--- src/rtl/timekeeper_gen2_if.sv ---
// Watch timekeeper signal bundle: raw buttons and view select in, time fields and display view out.
interface timekeeper_gen2_if;
    logic       Button1Tk;
    logic       Button2Tk;
    logic       Mode12;
    logic [5:0] SecTk;
    logic [5:0] MinTk;
    logic [4:0] HrTk;
    logic [4:0] HrDisp;
    logic       Pm;
    logic [1:0] Edit;
    logic       SecPulse;
    logic       Blink;

    modport master (
        output Button1Tk, Button2Tk, Mode12,
        input  SecTk, MinTk, HrTk, HrDisp, Pm, Edit, SecPulse, Blink
    );

    modport slave (
        input  Button1Tk, Button2Tk, Mode12,
        output SecTk, MinTk, HrTk, HrDisp, Pm, Edit, SecPulse, Blink
    );
endinterface

--- src/rtl/timekeeper_gen2.sv ---
// 24-hour time-of-day keeper with debounced edit buttons, 12/24-hour display view and cursor blink.
// The Edit output is the edit FSM state register itself.
module timekeeper_gen2 #(
    parameter int CLK_HZ          = 50_000_000,
    parameter int DEBOUNCE_CYCLES = 1_000_000
) (
    input  logic               Clk_50Mhz,
    input  logic               Rst_n,
    timekeeper_gen2_if.slave   tk
);
    localparam int PW   = $clog2(CLK_HZ);
    localparam int DBW  = $clog2(DEBOUNCE_CYCLES + 1);
    localparam int HALF = CLK_HZ / 4;
    localparam int BW   = $clog2(HALF + 1);

    localparam logic [PW-1:0]  PRE_LAST   = PW'(CLK_HZ - 1);
    localparam logic [DBW-1:0] DB_LAST    = DBW'(DEBOUNCE_CYCLES - 1);
    localparam logic [BW-1:0]  BLINK_LAST = BW'(HALF - 1);

    typedef enum logic [1:0] {
        ST_RUN = 2'd0,
        ST_SEC = 2'd1,
        ST_MIN = 2'd2,
        ST_HR  = 2'd3
    } edit_e;

    logic [1:0]     raw;
    logic [1:0]     sync1_q;
    logic [1:0]     sync2_q;
    logic [1:0]     db_q;
    logic [DBW-1:0] db_cnt_q [2];
    logic [1:0]     bp_q;

    edit_e          edit_q;
    logic [PW-1:0]  pre_q;
    logic [5:0]     sec_q;
    logic [5:0]     min_q;
    logic [4:0]     hr_q;
    logic           sec_pulse_q;
    logic           blink_q;
    logic [BW-1:0]  blink_cnt_q;

    logic [4:0]     hr_disp_d;
    logic           pm_d;

    assign raw = {tk.Button2Tk, tk.Button1Tk};

    // A level is accepted only after DEBOUNCE_CYCLES samples differing from the current
    // accepted level; any sample equal to it restarts the count. Accepting a 1 emits one pulse.
    always_ff @(posedge Clk_50Mhz or negedge Rst_n) begin
        if (!Rst_n) begin
            sync1_q <= '0;
            sync2_q <= '0;
            db_q    <= '0;
            bp_q    <= '0;
            for (int i = 0; i < 2; i++) db_cnt_q[i] <= '0;
        end else begin
            sync1_q <= raw;
            sync2_q <= sync1_q;
            for (int i = 0; i < 2; i++) begin
                bp_q[i] <= 1'b0;
                if (sync2_q[i] == db_q[i]) begin
                    db_cnt_q[i] <= '0;
                end else if (db_cnt_q[i] == DB_LAST) begin
                    db_q[i]     <= sync2_q[i];
                    db_cnt_q[i] <= '0;
                    bp_q[i]     <= sync2_q[i];
                end else begin
                    db_cnt_q[i] <= db_cnt_q[i] + DBW'(1);
                end
            end
        end
    end

    // Edit FSM plus time registers; a mode-button pulse wins over everything else that cycle.
    always_ff @(posedge Clk_50Mhz or negedge Rst_n) begin
        if (!Rst_n) begin
            edit_q      <= ST_RUN;
            pre_q       <= '0;
            sec_q       <= '0;
            min_q       <= '0;
            hr_q        <= '0;
            sec_pulse_q <= 1'b0;
            blink_q     <= 1'b1;
            blink_cnt_q <= '0;
        end else begin
            sec_pulse_q <= 1'b0;
            if (bp_q[0]) begin
                case (edit_q)
                    ST_RUN:  edit_q <= ST_SEC;
                    ST_SEC:  edit_q <= ST_MIN;
                    ST_MIN:  edit_q <= ST_HR;
                    default: edit_q <= ST_RUN;
                endcase
                pre_q       <= '0;
                blink_q     <= 1'b1;
                blink_cnt_q <= '0;
            end else if (edit_q == ST_RUN) begin
                blink_q     <= 1'b1;
                blink_cnt_q <= '0;
                if (pre_q == PRE_LAST) begin
                    pre_q       <= '0;
                    sec_pulse_q <= 1'b1;
                    if (sec_q == 6'd59) begin
                        sec_q <= '0;
                        if (min_q == 6'd59) begin
                            min_q <= '0;
                            hr_q  <= (hr_q == 5'd23) ? 5'd0 : hr_q + 5'd1;
                        end else begin
                            min_q <= min_q + 6'd1;
                        end
                    end else begin
                        sec_q <= sec_q + 6'd1;
                    end
                end else begin
                    pre_q <= pre_q + PW'(1);
                end
            end else begin
                pre_q <= '0;
                if (blink_cnt_q == BLINK_LAST) begin
                    blink_q     <= ~blink_q;
                    blink_cnt_q <= '0;
                end else begin
                    blink_cnt_q <= blink_cnt_q + BW'(1);
                end
                if (bp_q[1]) begin
                    case (edit_q)
                        ST_SEC:  sec_q <= '0;
                        ST_MIN:  min_q <= (min_q == 6'd59) ? 6'd0 : min_q + 6'd1;
                        ST_HR:   hr_q  <= (hr_q == 5'd23) ? 5'd0 : hr_q + 5'd1;
                        default: ;
                    endcase
                end
            end
        end
    end

    always_comb begin
        hr_disp_d = hr_q;
        pm_d      = 1'b0;
        if (tk.Mode12) begin
            pm_d = (hr_q >= 5'd12);
            if (hr_q == 5'd0) begin
                hr_disp_d = 5'd12;
            end else if (hr_q > 5'd12) begin
                hr_disp_d = hr_q - 5'd12;
            end
        end
    end

    assign tk.SecTk    = sec_q;
    assign tk.MinTk    = min_q;
    assign tk.HrTk     = hr_q;
    assign tk.HrDisp   = hr_disp_d;
    assign tk.Pm       = pm_d;
    assign tk.Edit     = edit_q;
    assign tk.SecPulse = sec_pulse_q;
    assign tk.Blink    = blink_q;
endmodule
--- src/flat_wrapper.sv ---
// flat-port wrapper written by rule: the top's interface ports become plain ports
module timekeeper_gen2_flat 
#(
    parameter int CLK_HZ          = 50_000_000,
    parameter int DEBOUNCE_CYCLES = 1_000_000
)
  (Clk_50Mhz, Rst_n, tk_Button1Tk, tk_Button2Tk, tk_Mode12, tk_SecTk, tk_MinTk, tk_HrTk, tk_HrDisp, tk_Pm, tk_Edit, tk_SecPulse, tk_Blink);
  timekeeper_gen2_if tk_i ();
  input  logic Clk_50Mhz;
  input  logic Rst_n;
  input wire logic [$bits(tk_i.Button1Tk)-1:0] tk_Button1Tk;
  input wire logic [$bits(tk_i.Button2Tk)-1:0] tk_Button2Tk;
  input wire logic [$bits(tk_i.Mode12)-1:0] tk_Mode12;
  output wire logic [$bits(tk_i.SecTk)-1:0] tk_SecTk;
  output wire logic [$bits(tk_i.MinTk)-1:0] tk_MinTk;
  output wire logic [$bits(tk_i.HrTk)-1:0] tk_HrTk;
  output wire logic [$bits(tk_i.HrDisp)-1:0] tk_HrDisp;
  output wire logic [$bits(tk_i.Pm)-1:0] tk_Pm;
  output wire logic [$bits(tk_i.Edit)-1:0] tk_Edit;
  output wire logic [$bits(tk_i.SecPulse)-1:0] tk_SecPulse;
  output wire logic [$bits(tk_i.Blink)-1:0] tk_Blink;
  assign tk_i.Button1Tk = tk_Button1Tk;
  assign tk_i.Button2Tk = tk_Button2Tk;
  assign tk_i.Mode12 = tk_Mode12;
  assign tk_SecTk = tk_i.SecTk;
  assign tk_MinTk = tk_i.MinTk;
  assign tk_HrTk = tk_i.HrTk;
  assign tk_HrDisp = tk_i.HrDisp;
  assign tk_Pm = tk_i.Pm;
  assign tk_Edit = tk_i.Edit;
  assign tk_SecPulse = tk_i.SecPulse;
  assign tk_Blink = tk_i.Blink;
  timekeeper_gen2 #(.CLK_HZ(CLK_HZ), .DEBOUNCE_CYCLES(DEBOUNCE_CYCLES)) u_core (.Clk_50Mhz(Clk_50Mhz), .Rst_n(Rst_n), .tk(tk_i));
endmodule
--- config.mk ---
export PLATFORM = sky130hd
export DESIGN_NAME = timekeeper_gen2_flat
export DESIGN_NICKNAME = d
export VERILOG_FILES = /design/src/rtl/timekeeper_gen2_if.sv /design/src/rtl/timekeeper_gen2.sv /design/src/flat_wrapper.sv
export SDC_FILE = /design/constraint.sdc
export NUM_CORES = 1
export LEC_CHECK = 0
export BUFFER_PORTS_ARGS = -buffer_cell sky130_fd_sc_hd__buf_2
export CAP_MARGIN = 20
export CORE_MARGIN = 3
export CORE_UTILIZATION = 60
export DETAILED_ROUTE_END_ITERATION = 8
export GPL_ROUTABILITY_DRIVEN = 0
export PLACE_DENSITY = 0.84
export SLEW_MARGIN = 25
export SYNTH_ARGS = -nofsm -noshare
export SYNTH_HDL_FRONTEND = slang
export SYNTH_SLANG_ARGS = --single-unit
--- constraint.sdc ---
create_clock -name Clk_50Mhz -period 2.9 [get_ports Clk_50Mhz]
set_input_delay 0.435 -clock Clk_50Mhz [delete_from_list [all_inputs] [get_ports Clk_50Mhz]]
set_output_delay 0.435 -clock Clk_50Mhz [all_outputs]
set_load 0.1 [all_outputs]
==> reports/qor_table.md, run 1 <==
| Metric | Value |
|---|---|
| Async set or reset register ratio after synthesis | 100.0% |
| Global-route track usage on met1 | 28.65% |
| Count of vias placed by the detailed router | 4629 |
| Cell area after placement | 6314 sq um |
| Setup Buffers After CTS | 0 |
| Clock tree from TritonCTS | done |
| Vertical die dimension | 105.9 microns |
| Master of the slowest instance on the critical path | dfrtp_1 |
| Core ar. | 9459 sq um |
| Share of the cycle needed by the critical path after routing | 93.66% |
| Critical setup path kind | flip-flop to output port |
| # nets final | 666 |
| Post-CTS Resized | 1 |
| Number of maximum-capacitance violations | 0 |
| Overall routed net length | 12.44 mm |
| Crit path max fanout | 6 |
| TritonCTS sink count | 119 |
| Routed wire per std cell | 15.85 microns |
| Commonest non-fill, non-tap cells in the layout | 118 x dfrtp_1, 103 x nor2_1, 50 x nand3_1 |
| R2R setup slack | 0.44 ns |
| Syn Nets | 626 |
| Power per cell area | 549.0 nW/um^2 |
| Final global-route overflow total | 0 |
| Total of buffers placed on input and output ports | 31 |
| Count of cell types in the netlist | 50 |
| Initial detailed-routing violation count | 268 |
| GRT met2 Usage | 40.26% |
| CP required | 2.47 ns |
| Critical path, cell by cell | inv_1 > ha_1 > a21oi_1 > o21ai_1 > nor2_1 > o21ai_2 > buf_4 |
| Global-route wire length before repair | 21.36 mm |
| Buffers and inverters on the worst path | 2 |
| Remaining antenna violation count after routing | 0 |
| Maximum number of pins on one net before global-route repair | 62 |
| Max Clock Freq | 368.2 MHz |
| HP Class | input pin to asynchronous set/reset pin |
| Number of buffers inserted by hold repair at cts | 0 |
| Root Buffer | clkbuf_8 |
| CP top delay family | compound AO/OA/AOI/OAI gates |
| I/O pin total | 32 |
| Number of design rule violations left after detail routing | 0 |
| Setup-violating endpoint count in the final report | 0 |
| Clk_skew | 0.01020 ns |
| Outcome | finished with violations |
| Clock buffers created by TritonCTS | 17 |
| Commonest register cell after synthesis | dfrtp_1 |
| Floorplan row count | 35 |
| Synthesized cell area | 5992 sq um |
| Horizontal extent of the die | 105.9 microns |
| Syn Area/Cell | 9.888 sq um |
| Fraction of final layout cells with drive strength greater than 1 | 12.80% |
| Headroom to the max-slew limit | 42.44% |
| Relative area change from synthesis to final layout | 14.89% |
| GR Layer Usage met3 | 6.436% |
| Utilization after layout | 72.78% |
| Sequential fraction of the synthesis area | 49.72% |
| Die outline area | 11220 sq um |
| Transition time at the pin with the least slew margin | 0.8556 ns |
| Most frequent standard cell in the layout excluding fill and tap cells | dfrtp_1 |
| Most used routing layer in global routing | met2 |
| Post-detail-place hpwl | 8.082 mm |
| Flop and latch count out of synthesis | 119 |
| Routed vias/inst | 5.897 |
| Via count of the first global-routing pass | 4688 |
| Crit path time final | 2.716 ns |
| Reg2reg path depth | 7 |
| Clock Path Buffers | 2 |
| CP endpoint kind | output port |
| Slowest Stage Delay on Critical Path | 0.43 ns |
| EDFF count, synth | 0 |
| H-tree lvl count | 4 |
| Total Power | 3780 uW |
| WHS | -0.01134 ns |
| Setup repair after global routing missed its margin | false |
| Launching point of the worst reg2reg path | u_core.tk.Edit[1] |
| Terminus of the critical flop-to-flop path | u_core.tk.HrTk[2] |
| Largest vdd supply drop | 0.4573 mV |
| Global-route total usage across every layer | 23.82% |
| Count of final hold-check violations | 17 |
| Clock Pin Slew Worst Setup and Hold Paths | 0.05 ns |
| Initial antenna violation count | 0 |
| Latest clock arrival within the worst-skew pair | 0.53 ns |
| First-pass iteration count of the detailed router | 5 |
| Final non-filler cell area | 6884 sq um |
| Smallest setup slack after layout | 0.1837 ns |
| Diode count | 0 |
| Endpoint arrival time on the critical path | 2.28 ns |
| Worst setup slack after placement | 0.5321 ns |
| Violated checks | negative hold slack |
| Reported leakage power | 0.003082 uW |
| Gate count of the mapped netlist | 606 |
| Critical path startpoint category | flip-flop |
| Fin. max-slew vios | 0 |
| Effective utilization at floorplan | 63.35% |
| Yosys warning count | 0 |
==> flip-flops by register name, indices dropped and copies added, names as in the netlist, 5 cells and up <==
name                flops
u_core.tk.MinTk         6
u_core.tk.HrTk          5
u_core.db_cnt_q        40
u_core.tk.SecTk         6
u_core.blink_cnt_q     24
u_core.pre_q           26
==> final cells by class <==
type | instances | area, sq um
clock buffer | 19 | 431.7
clock inverter | 10 | 131.4
fill | 663 | 2575
inverter | 19 | 71.32
multi-input combinational | 456 | 2919
sequential | 119 | 2979
tap | 129 | 161.4
timing repair buffer | 33 | 190.2
==> worst register-to-register path: cells and delay by family, from the launching register on <==
| kind | cells | cell delay (ns) |
|---|---|---|
| compound gates | 1 | 0.37 |
| mux | 1 | 0.39 |
| buf+inv | 1 | 0.11 |
| flops | 1 | 0.42 |
| fa+ha+maj | 1 | 0.32 |
| simple gates | 3 | 0.72 |
==> cell usage after synthesis, drive strengths merged (2+ instances only) <==
cell type	count	area, sq um
nand2	41	156.4
xnor2	41	359.1
nor3b	2	15.01
nor2	103	386.6
inv	19	71.32
or3	3	18.77
and4	14	122.6
a32o	2	20.02
o22ai	2	12.51
nor4b	7	97.59
mux2	8	90.09
a31oi	4	25.02
nor4bb	2	20.02
nor3	12	60.06
nor4	12	75.07
and3	21	131.4
a21oi	7	35.03
nand2b	3	18.77
nor2b	5	31.28
clkbuf	7	26.28
dfrtp	118	2953
ha	15	187.7
or4b	2	20.02
o21ai	17	85.08
or2	3	18.77
nand3	50	250.2
nand4	20	125.1
and2	3	18.77
xor2	42	367.9
o31ai	3	22.52
buf	5	32.53
==> where the power goes <==
part	leakage (uW)	internal (uW)	switching [uW]
Combinational	0.00117	15.5	59.4
Clock	0.000279	1310	717
Sequential	0.00163	1670	8.71
Total	0.00308	2990	785
==> metal layers <==
| metal | vias up | wire length, microns |
|---|---|---|
| li1 | 2195 | - |
| met1 | 2274 | 5295 |
| met2 | 126 | 6305 |
| met3 | 34 | 528 |
| met4 | 0 | 311 |
| met5 | - | 0 |
==> worst max path at each step <==
stage | slack (ns) | to | start | cells after the start
after global routing | 0.03 | tk_HrDisp[3] | u_core.tk.HrTk[1] | 7
after CTS | 0.03 | tk_HrDisp[2] | u_core.tk.HrTk[2] | 6
final | 0.18 | tk_HrDisp[3] | u_core.tk.HrTk[1] | 7
after floorplan | -0.20 | tk_HrDisp[3] | u_core.tk.HrTk[2] | 5
after global placement | 0.64 | u_core.tk.MinTk[1] | u_core.tk.Edit[0] | 7
after detailed placement | 0.53 | u_core.tk.MinTk[1] | u_core.tk.Edit[1] | 7
==> per-stage QoR <==
stage / hold WS, ns / TNS (ns) / std cells
floorplan: 0.1394 / -0.2462 / 606
global placement: 0.3468 / 0 / 756
detailed placement: 0.3347 / 0 / 756
CTS: 0.004365 / 0 / 785
global route: 0.002640 / 0 / 785
finish: -0.01134 / 0 / 785
==> kinds of logic (layout without fill, tap and decap cells) <==
kind of cell | after synthesis | after routing | synth area share, %
buf+inv | 31 | 81 | 2.172
compound gates | 42 | 42 | 4.468
fa+ha+maj | 15 | 15 | 3.132
flops | 119 | 119 | 49.72
xor+xnor | 83 | 83 | 12.13
mux | 9 | 9 | 1.671
simple gates | 307 | 307 | 26.71
(Power assumes the default switching activity.)
==> inputs of run 2 (changes only) <==
--- a/config.mk
+++ b/config.mk
@@ -7,7 +7,8 @@
 export LEC_CHECK = 0
 export BUFFER_PORTS_ARGS = -buffer_cell sky130_fd_sc_hd__buf_2
 export CAP_MARGIN = 20
-export CORE_MARGIN = 3
+export CORE_ASPECT_RATIO = 1.25
+export CORE_MARGIN = 4
 export CORE_UTILIZATION = 60
 export DETAILED_ROUTE_END_ITERATION = 8
 export GPL_ROUTABILITY_DRIVEN = 0
==> run 2 against run 1 <==
  * The run now ends clean
  * Wire length fell by 2.5%
  * Cell area up 0.29%
  * Sequential cell count is the same
  * Power increased by 1.2%
  * Clock-buffer cell count increased by 5
  * Largest cell class unchanged
==> reports/qor_table.md, run 2 (synthesis gave the netlist of run 1 again) <==
| Metric | Value | Change |
|---|---|---|
| Outcome | completed |  |
| # nets final | 667 | +0.15% |
| Commonest non-fill, non-tap cells in the layout | 118 x dfrtp_1, 103 x nor2_1, 50 x nand3_1 |  |
| Headroom to the max-slew limit | 40.29% | -2.2 points |
| Latest clock arrival within the worst-skew pair | 0.42 ns | -0.11 ns |
| Reported leakage power | 0.003095 uW | +0.44% |
| Remaining antenna violation count after routing | 0 | unchanged |
| Core ar. | 9709 sq um | +2.6% |
| Routed wire per std cell | 15.44 microns | -2.6% |
| First-pass iteration count of the detailed router | 4 | -1 |
| Setup-violating endpoint count in the final report | 0 | unchanged |
| Launching point of the worst reg2reg path | u_core.tk.Edit[1] |  |
| Largest register FFs | 40 | unchanged |
| Fin. max-slew vios | 0 | unchanged |
| Total instance count after detailed placement | 754 | -0.26% |
| Register name with the most flops | u_core.db_cnt_q |  |
| Global-route total usage across every layer | 22.81% | -1.0 points |
| CP endpoint kind | output port |  |
| Total Power | 3824 uW | +1.2% |
| Most frequent standard cell in the layout excluding fill and tap cells | dfrtp_1 |  |
| Critical path startpoint category | flip-flop |  |
| Share of the cycle needed by the critical path after routing | 94.77% | +1.1 points |
| Final global-route overflow total | 0 | unchanged |
| Proportion of power drawn by combinational gates | 2.0% | about the same |
| Utilization after layout | 71.11% | -1.7 points |
| Setup repair after global routing missed its margin | false |  |
| Global-route wire length before repair | 21.91 mm | +2.6% |
| Number of maximum-capacitance violations | 0 | unchanged |
| Clock network power share | 54.1% | +0.5 points |
| Max Clock Freq | 363.9 MHz | -1.2% |
| Switching part of the total | 20.62% | -0.14 points |
| Overall routed net length | 12.13 mm | -2.5% |
| Initial detailed-routing violation count | 317 | +18% |
| Reg2reg path depth | 7 | unchanged |
| Smallest setup slack after layout | 0.1516 ns | -0.03212 ns |
| Clock Path Buffers | 2 | unchanged |
| Transition time at the pin with the least slew margin | 0.8875 ns | +0.03197 ns |
| Crit path time final | 2.748 ns | +0.03212 ns |
| I/O pin total | 32 | unchanged |
| Largest vdd supply drop | 0.4231 mV | -7.5% |
| TritonCTS sink count | 119 | unchanged |
| Clk_skew | 0.007767 ns | -0.002435 ns |
| R2R setup slack | 0.49 ns | +0.05 ns |
| Met1 routed wirelength after detailed routing | 5.042 mm | -4.8% |
| Count of vias placed by the detailed router | 4636 | +0.15% |
| HP Class | input pin to asynchronous set/reset pin |  |
| Setup Buffers After CTS | 0 | unchanged |
| Power per cell area | 553.9 nW/um^2 | +0.89% |
| Crit path max fanout | 8 | +2 |
| Final cell count without fillers | 786 | +0.13% |
| Internal power | 3036 uW | +1.4% |
| Effective utilization at floorplan | 61.71% | -1.6 points |
| Via count of the first global-routing pass | 4682 | -0.13% |
| Number of buffers inserted by hold repair at cts | 0 | unchanged |
| Register share of total power | 44.0% | -0.5 points |
| Total of buffers placed on input and output ports | 31 | unchanged |
| Setup TNS after final layout | 0 ns | unchanged |
| Length of routed met3 wiring | 457 microns | -13% |
| H-tree lvl count | 4 | unchanged |
| Fraction of final layout cells with drive strength greater than 1 | 12.88% | +0.074 points |
| Die outline area | 11660 sq um | +3.9% |
| CP required | 2.47 ns | about the same |
| Post-detail-place hpwl | 8.156 mm | +0.91% |
| Count of final hold-check violations | 0 | -17 |
| Wire length on met2 | 6.425 mm | +1.9% |
| Post-CTS Resized | 0 | -1 |
| Clock Pin Slew Worst Setup and Hold Paths | 0.05 ns | about the same |
| Routed vias/inst | 5.898 | about the same |
| Terminus of the critical flop-to-flop path | u_core.tk.MinTk[1] |  |
| Diode count | 0 | unchanged |
| Initial antenna violation count | 0 | unchanged |
| Number of design rule violations left after detail routing | 0 | unchanged |
| Floorplan row count | 40 | +14% |
| Critical setup path kind | flip-flop to output port |  |
| Clock buffers created by TritonCTS | 17 | unchanged |
| Relative area change from synthesis to final layout | 15.22% |  |
| Root Buffer | clkbuf_16 |  |
| Clock tree from TritonCTS | done |  |
| Registers with the most flip-flops | u_core.db_cnt_q (40), u_core.pre_q (26), u_core.blink_cnt_q (24) |  |
| Endpoint arrival time on the critical path | 2.31 ns | +0.03 ns |
| Horizontal extent of the die | 97.39 microns | -8.1% |
| Max Used Layer | met4 |  |
| Power dissipated by switching net loads | 788.6 uW | +0.49% |
| Fill cell instance count of the final layout | 680 | +2.6% |
| Maximum number of pins on one net before global-route repair | 52 | -16% |
| Vertical die dimension | 119.7 microns | +13% |
| Worst setup slack after placement | 0.4871 ns | -0.04500 ns |
run 2: worst max-delay path by stage:
stage                                  from                 end  slack [ns]  depth (start not counted)
after detailed placement  u_core.tk.Edit[0]  u_core.tk.MinTk[1]        0.49                          7
after floorplan           u_core.tk.HrTk[2]        tk_HrDisp[3]       -0.20                          5
after global routing      u_core.tk.HrTk[2]        tk_HrDisp[3]        0.04                          6
final                     u_core.tk.HrTk[2]        tk_HrDisp[3]        0.15                          6
after global placement    u_core.tk.Edit[0]  u_core.tk.MinTk[1]        0.63                          7
after CTS                 u_core.tk.HrTk[2]        tk_HrDisp[3]        0.14                          6
run 2: stage by stage:
stage | hold WS [ns] | instance area [sq um]
final | 0.01655 | 6904
after global routing | 0.06888 | 6904
after floorplan | 0.1394 | 6026
after CTS | 0.04325 | 6904
after detailed placement | 0.3364 | 6317
after global placement | 0.3385 | 6317
run 2: per-layer routing:
metal / vias to the layer above / GRT usage [%]
met5: - / 0
met4: 0 / 9.004
met3: 21 / 4.767
met2: 110 / 39.19
met1: 2306 / 28.18
li1: 2199 / -
run 2: worst max-delay path, stage by stage, from the launching register on:
cell and delay, ns:
dfrtp_1 0.46, ha_1 0.39, a21oi_1 0.12, o21ai_0 0.27, nor2_1 0.10, o21ai_2 0.13
buf_2 0.43
run 2: power groups by stage:
stage / logic, uW / clock network [uW] / registers [uW]
6_report: 75.6 / 2070 / 1680
4_1_cts: 78.4 / 2080 / 1680
2_1_floorplan: 33.0 / 0 / 1710
3_5_place_dp: 77.6 / 0 / 1710
3_3_place_gp: 74.8 / 0 / 1710
5_1_grt: 87.7 / 2180 / 1680
run 2: cell type report:
class	instances	area (sq um)	area share, %
timing repair buffer	34	192.7	2.791
clock buffer	24	491.7	7.122
multi-input combinational	456	2917	42.24
clock inverter	8	95.09	1.377
sequential	119	2979	43.15
inverter	19	71.32	1.033
tap	126	157.7	2.283
==> inputs of run 3 (changes only) <==
==> constraint.sdc (replaced) <==
create_clock -name Clk_50Mhz -period 2.77 [get_ports Clk_50Mhz]
set_input_delay 0.4155 -clock Clk_50Mhz [delete_from_list [all_inputs] [get_ports Clk_50Mhz]]
set_output_delay 0.4155 -clock Clk_50Mhz [all_outputs]
set_load 0.1 [all_outputs]
==> run 3 against run 2 <==
  * Worst hold slack improved by 0.088 ns
  * Via count fell by 0.32%
  * Clock skew fell by 0.0019 ns
  * Non-clock buffer count rose by 3
  * Utilization rose by 0.45 points
  * Largest cell class unchanged
==> reports/qor_table.md, run 3 (synthesis gave the netlist of run 1 again) <==
| Metric | Value | Change |
|---|---|---|
| H-tree lvl count | 4 | unchanged |
| Largest register FFs | 40 | unchanged |
| Commonest non-fill, non-tap cells in the layout | 112 x dfrtp_1, 103 x nor2_1, 50 x nand3_1 |  |
| Share of the cycle needed by the critical path after routing | 95.43% |  |
| First-pass iteration count of the detailed router | 5 | +1 |
| Latest clock arrival within the worst-skew pair | 0.41 ns | about the same |
| Beginning of the critical path | u_core.tk.HrTk[0] |  |
| HP Class | input pin to flip-flop |  |
| Number of design rule violations left after detail routing | 0 | unchanged |
| Routed vias/inst | 5.857 | -0.70% |
| Reported leakage power | 0.003096 uW | about the same |
| Via count of the first global-routing pass | 4671 | -0.23% |
| Global-route total usage across every layer | 22.25% | -0.57 points |
| Fraction of final layout cells with drive strength greater than 1 | 13.88% | +1.0 points |
| Clock network power share | 53.9% | -0.2 points |
| Smallest setup slack after layout | 0.1267 ns | -0.02496 ns |
| Outcome | completed |  |
| R2R setup slack | 0.32 ns | -0.17 ns |
| Number of cells on the worst hold path | 1 |  |
| Crit path time final | 2.643 ns |  |
| Clock Path Buffers | 2 | unchanged |
| I/O pin total | 32 | unchanged |
| Fill cell instance count of the final layout | 689 | +1.3% |
| Power dissipated by switching net loads | 809.0 uW | +2.6% |
| Core ar. | 9709 sq um | unchanged |
| Power per cell area | 574.5 nW/um^2 | +3.7% |
| Headroom to the max-slew limit | 52.73% | +12 points |
| Setup TNS after final layout | 0 ns | unchanged |
| Initial detailed-routing violation count | 269 | -15% |
| Count of final hold-check violations | 0 | unchanged |
| Vertical die dimension | 119.7 microns | unchanged |
| Worst setup slack after placement | 0.3595 ns | -0.1276 ns |
| Crit path max fanout | 6 | -2 |
| Effective utilization at floorplan | 61.71% | unchanged |
| Final global-route overflow total | 0 | unchanged |
| Registers with the most flip-flops | u_core.db_cnt_q (40), u_core.pre_q (26), u_core.blink_cnt_q (24) |  |
| Fin. max-slew vios | 0 | unchanged |
| Clock tree from TritonCTS | done |  |
| Global-route wire length before repair | 21.33 mm | -2.6% |
| Maximum number of pins on one net before global-route repair | 90 | +73% |
| Horizontal extent of the die | 97.39 microns | unchanged |
| Most frequent standard cell in the layout excluding fill and tap cells | dfrtp_1 |  |
| Number of maximum-capacitance violations | 0 | unchanged |
| Post-detail-place hpwl | 7.963 mm | -2.4% |
| Clock buffers created by TritonCTS | 17 | unchanged |
| Total of buffers placed on input and output ports | 31 | unchanged |
| Proportion of power drawn by combinational gates | 2.0% | about the same |
| Largest vdd supply drop | 0.4870 mV | +15% |
| Clock Pin Slew Worst Setup and Hold Paths | 0.05 ns | about the same |
| Overall routed net length | 12.19 mm | +0.45% |
| Last element of the critical path | tk_HrDisp[2] |  |
| Die outline area | 11660 sq um | unchanged |
| Total Power | 3991 uW | +4.4% |
| TritonCTS sink count | 119 | unchanged |
| CP endpoint kind | output port |  |
| Relative area change from synthesis to final layout | 15.95% |  |
| Floorplan row count | 40 | unchanged |
| Switching part of the total | 20.27% | -0.35 points |
| Reg2reg path depth | 7 | unchanged |
| Setup-violating endpoint count in the final report | 0 | unchanged |
| Terminus of the critical flop-to-flop path | u_core.tk.MinTk[1] |  |
| Launching point of the worst reg2reg path | u_core.tk.Edit[0] |  |
| Setup repair after global routing missed its margin | false |  |
| Root Buffer | clkbuf_16 |  |
| Routed wire per std cell | 15.45 microns | about the same |
| # nets final | 670 | +0.45% |
| Remaining antenna violation count after routing | 0 | unchanged |
| Register name with the most flops | u_core.db_cnt_q |  |
| Clk_skew | 0.005883 ns | -0.001885 ns |
| Endpoint arrival time on the critical path | 2.23 ns | -0.08 ns |
| Register share of total power | 44.1% | about the same |
| Critical setup path kind | flip-flop to output port |  |
| Max Clock Freq | 378.3 MHz |  |
| Count of vias placed by the detailed router | 4621 | -0.32% |
| Initial antenna violation count | 0 | unchanged |
| WHS | 0.1049 ns | +0.08835 ns |
| Internal power | 3182 uW | +4.8% |
| Diode count | 0 | unchanged |
| Critical path startpoint category | flip-flop |  |
| CP required | 2.35 ns | -0.12 ns |
| Transition time at the pin with the least slew margin | 0.7071 ns | -0.1804 ns |
==> run 3: timing repair <==
item | CTS | global route
endpoints found under the setup margin | 0 | 1
endpoints found under the hold margin | 30 | 0
resized for setup | 0 | 1
hold buffers | 1 | 0
buffers inserted | 0 | 0
==> run 3: power groups by stage <==
stage          logic, uW  clock network (uW)  registers (uW)
2_1_floorplan       35.2                   0            1790
3_3_place_gp        78.6                   0            1790
3_5_place_dp        81.9                   0            1790
4_1_cts             83.6                2180            1760
5_1_grt             91.9                2260            1760
6_report            80.7                2150            1760
==> run 3: metrics by stage <==
step | cells | utilization, % | cell area [sq um]
floorplan | 606 | - | 6041
global placement | 756 | 65.37 | 6347
detailed placement | 756 | 65.37 | 6347
CTS | 789 | 71.53 | 6945
global route | 789 | 71.56 | 6948
finish | 789 | 71.56 | 6948
==> run 3: cell type report <==
class                      count  area [sq um]  area share, %
tap                          126         157.7          2.269
sequential                   119          2987          42.99
clock inverter                 7         92.59          1.333
timing repair buffer          37         220.2          3.169
inverter                      19         71.32          1.026
clock buffer                  25         495.5          7.131
multi-input combinational    456          2924          42.09
==> run 3: routing by layer <==
layer / up-vias / wire length [microns] / GRT usage [%]
li1: 2209 / - / -
met1: 2286 / 5048 / 26.92
met2: 110 / 6461 / 38.55
met3: 16 / 504 / 6.395
met4: 0 / 175 / 6.753
met5: - / 0 / 0
==> run 3: worst min path at each step <==
stage,slack (ns),from,end
3_3_place_gp,0.34,u_core.sync1_q[1],u_core.sync2_q[1]
2_1_floorplan,0.12,Rst_n,u_core.blink_cnt_q[0]
6_report,0.10,tk_Button1Tk,u_core.sync1_q[0]
3_5_place_dp,0.33,u_core.sync1_q[1],u_core.sync2_q[1]
4_1_cts,0.09,tk_Button2Tk,u_core.sync1_q[1]
5_1_grt,0.09,tk_Button2Tk,u_core.sync1_q[1]
==> run 3: critical path, stage by stage, from the launching register on <==
cell and delay, ns:
dfrtp_2 0.43, inv_1 0.10, ha_1 0.29, a21oi_1 0.09, o21ai_0 0.29, xnor2_1 0.12
nand2_1 0.07, buf_2 0.42
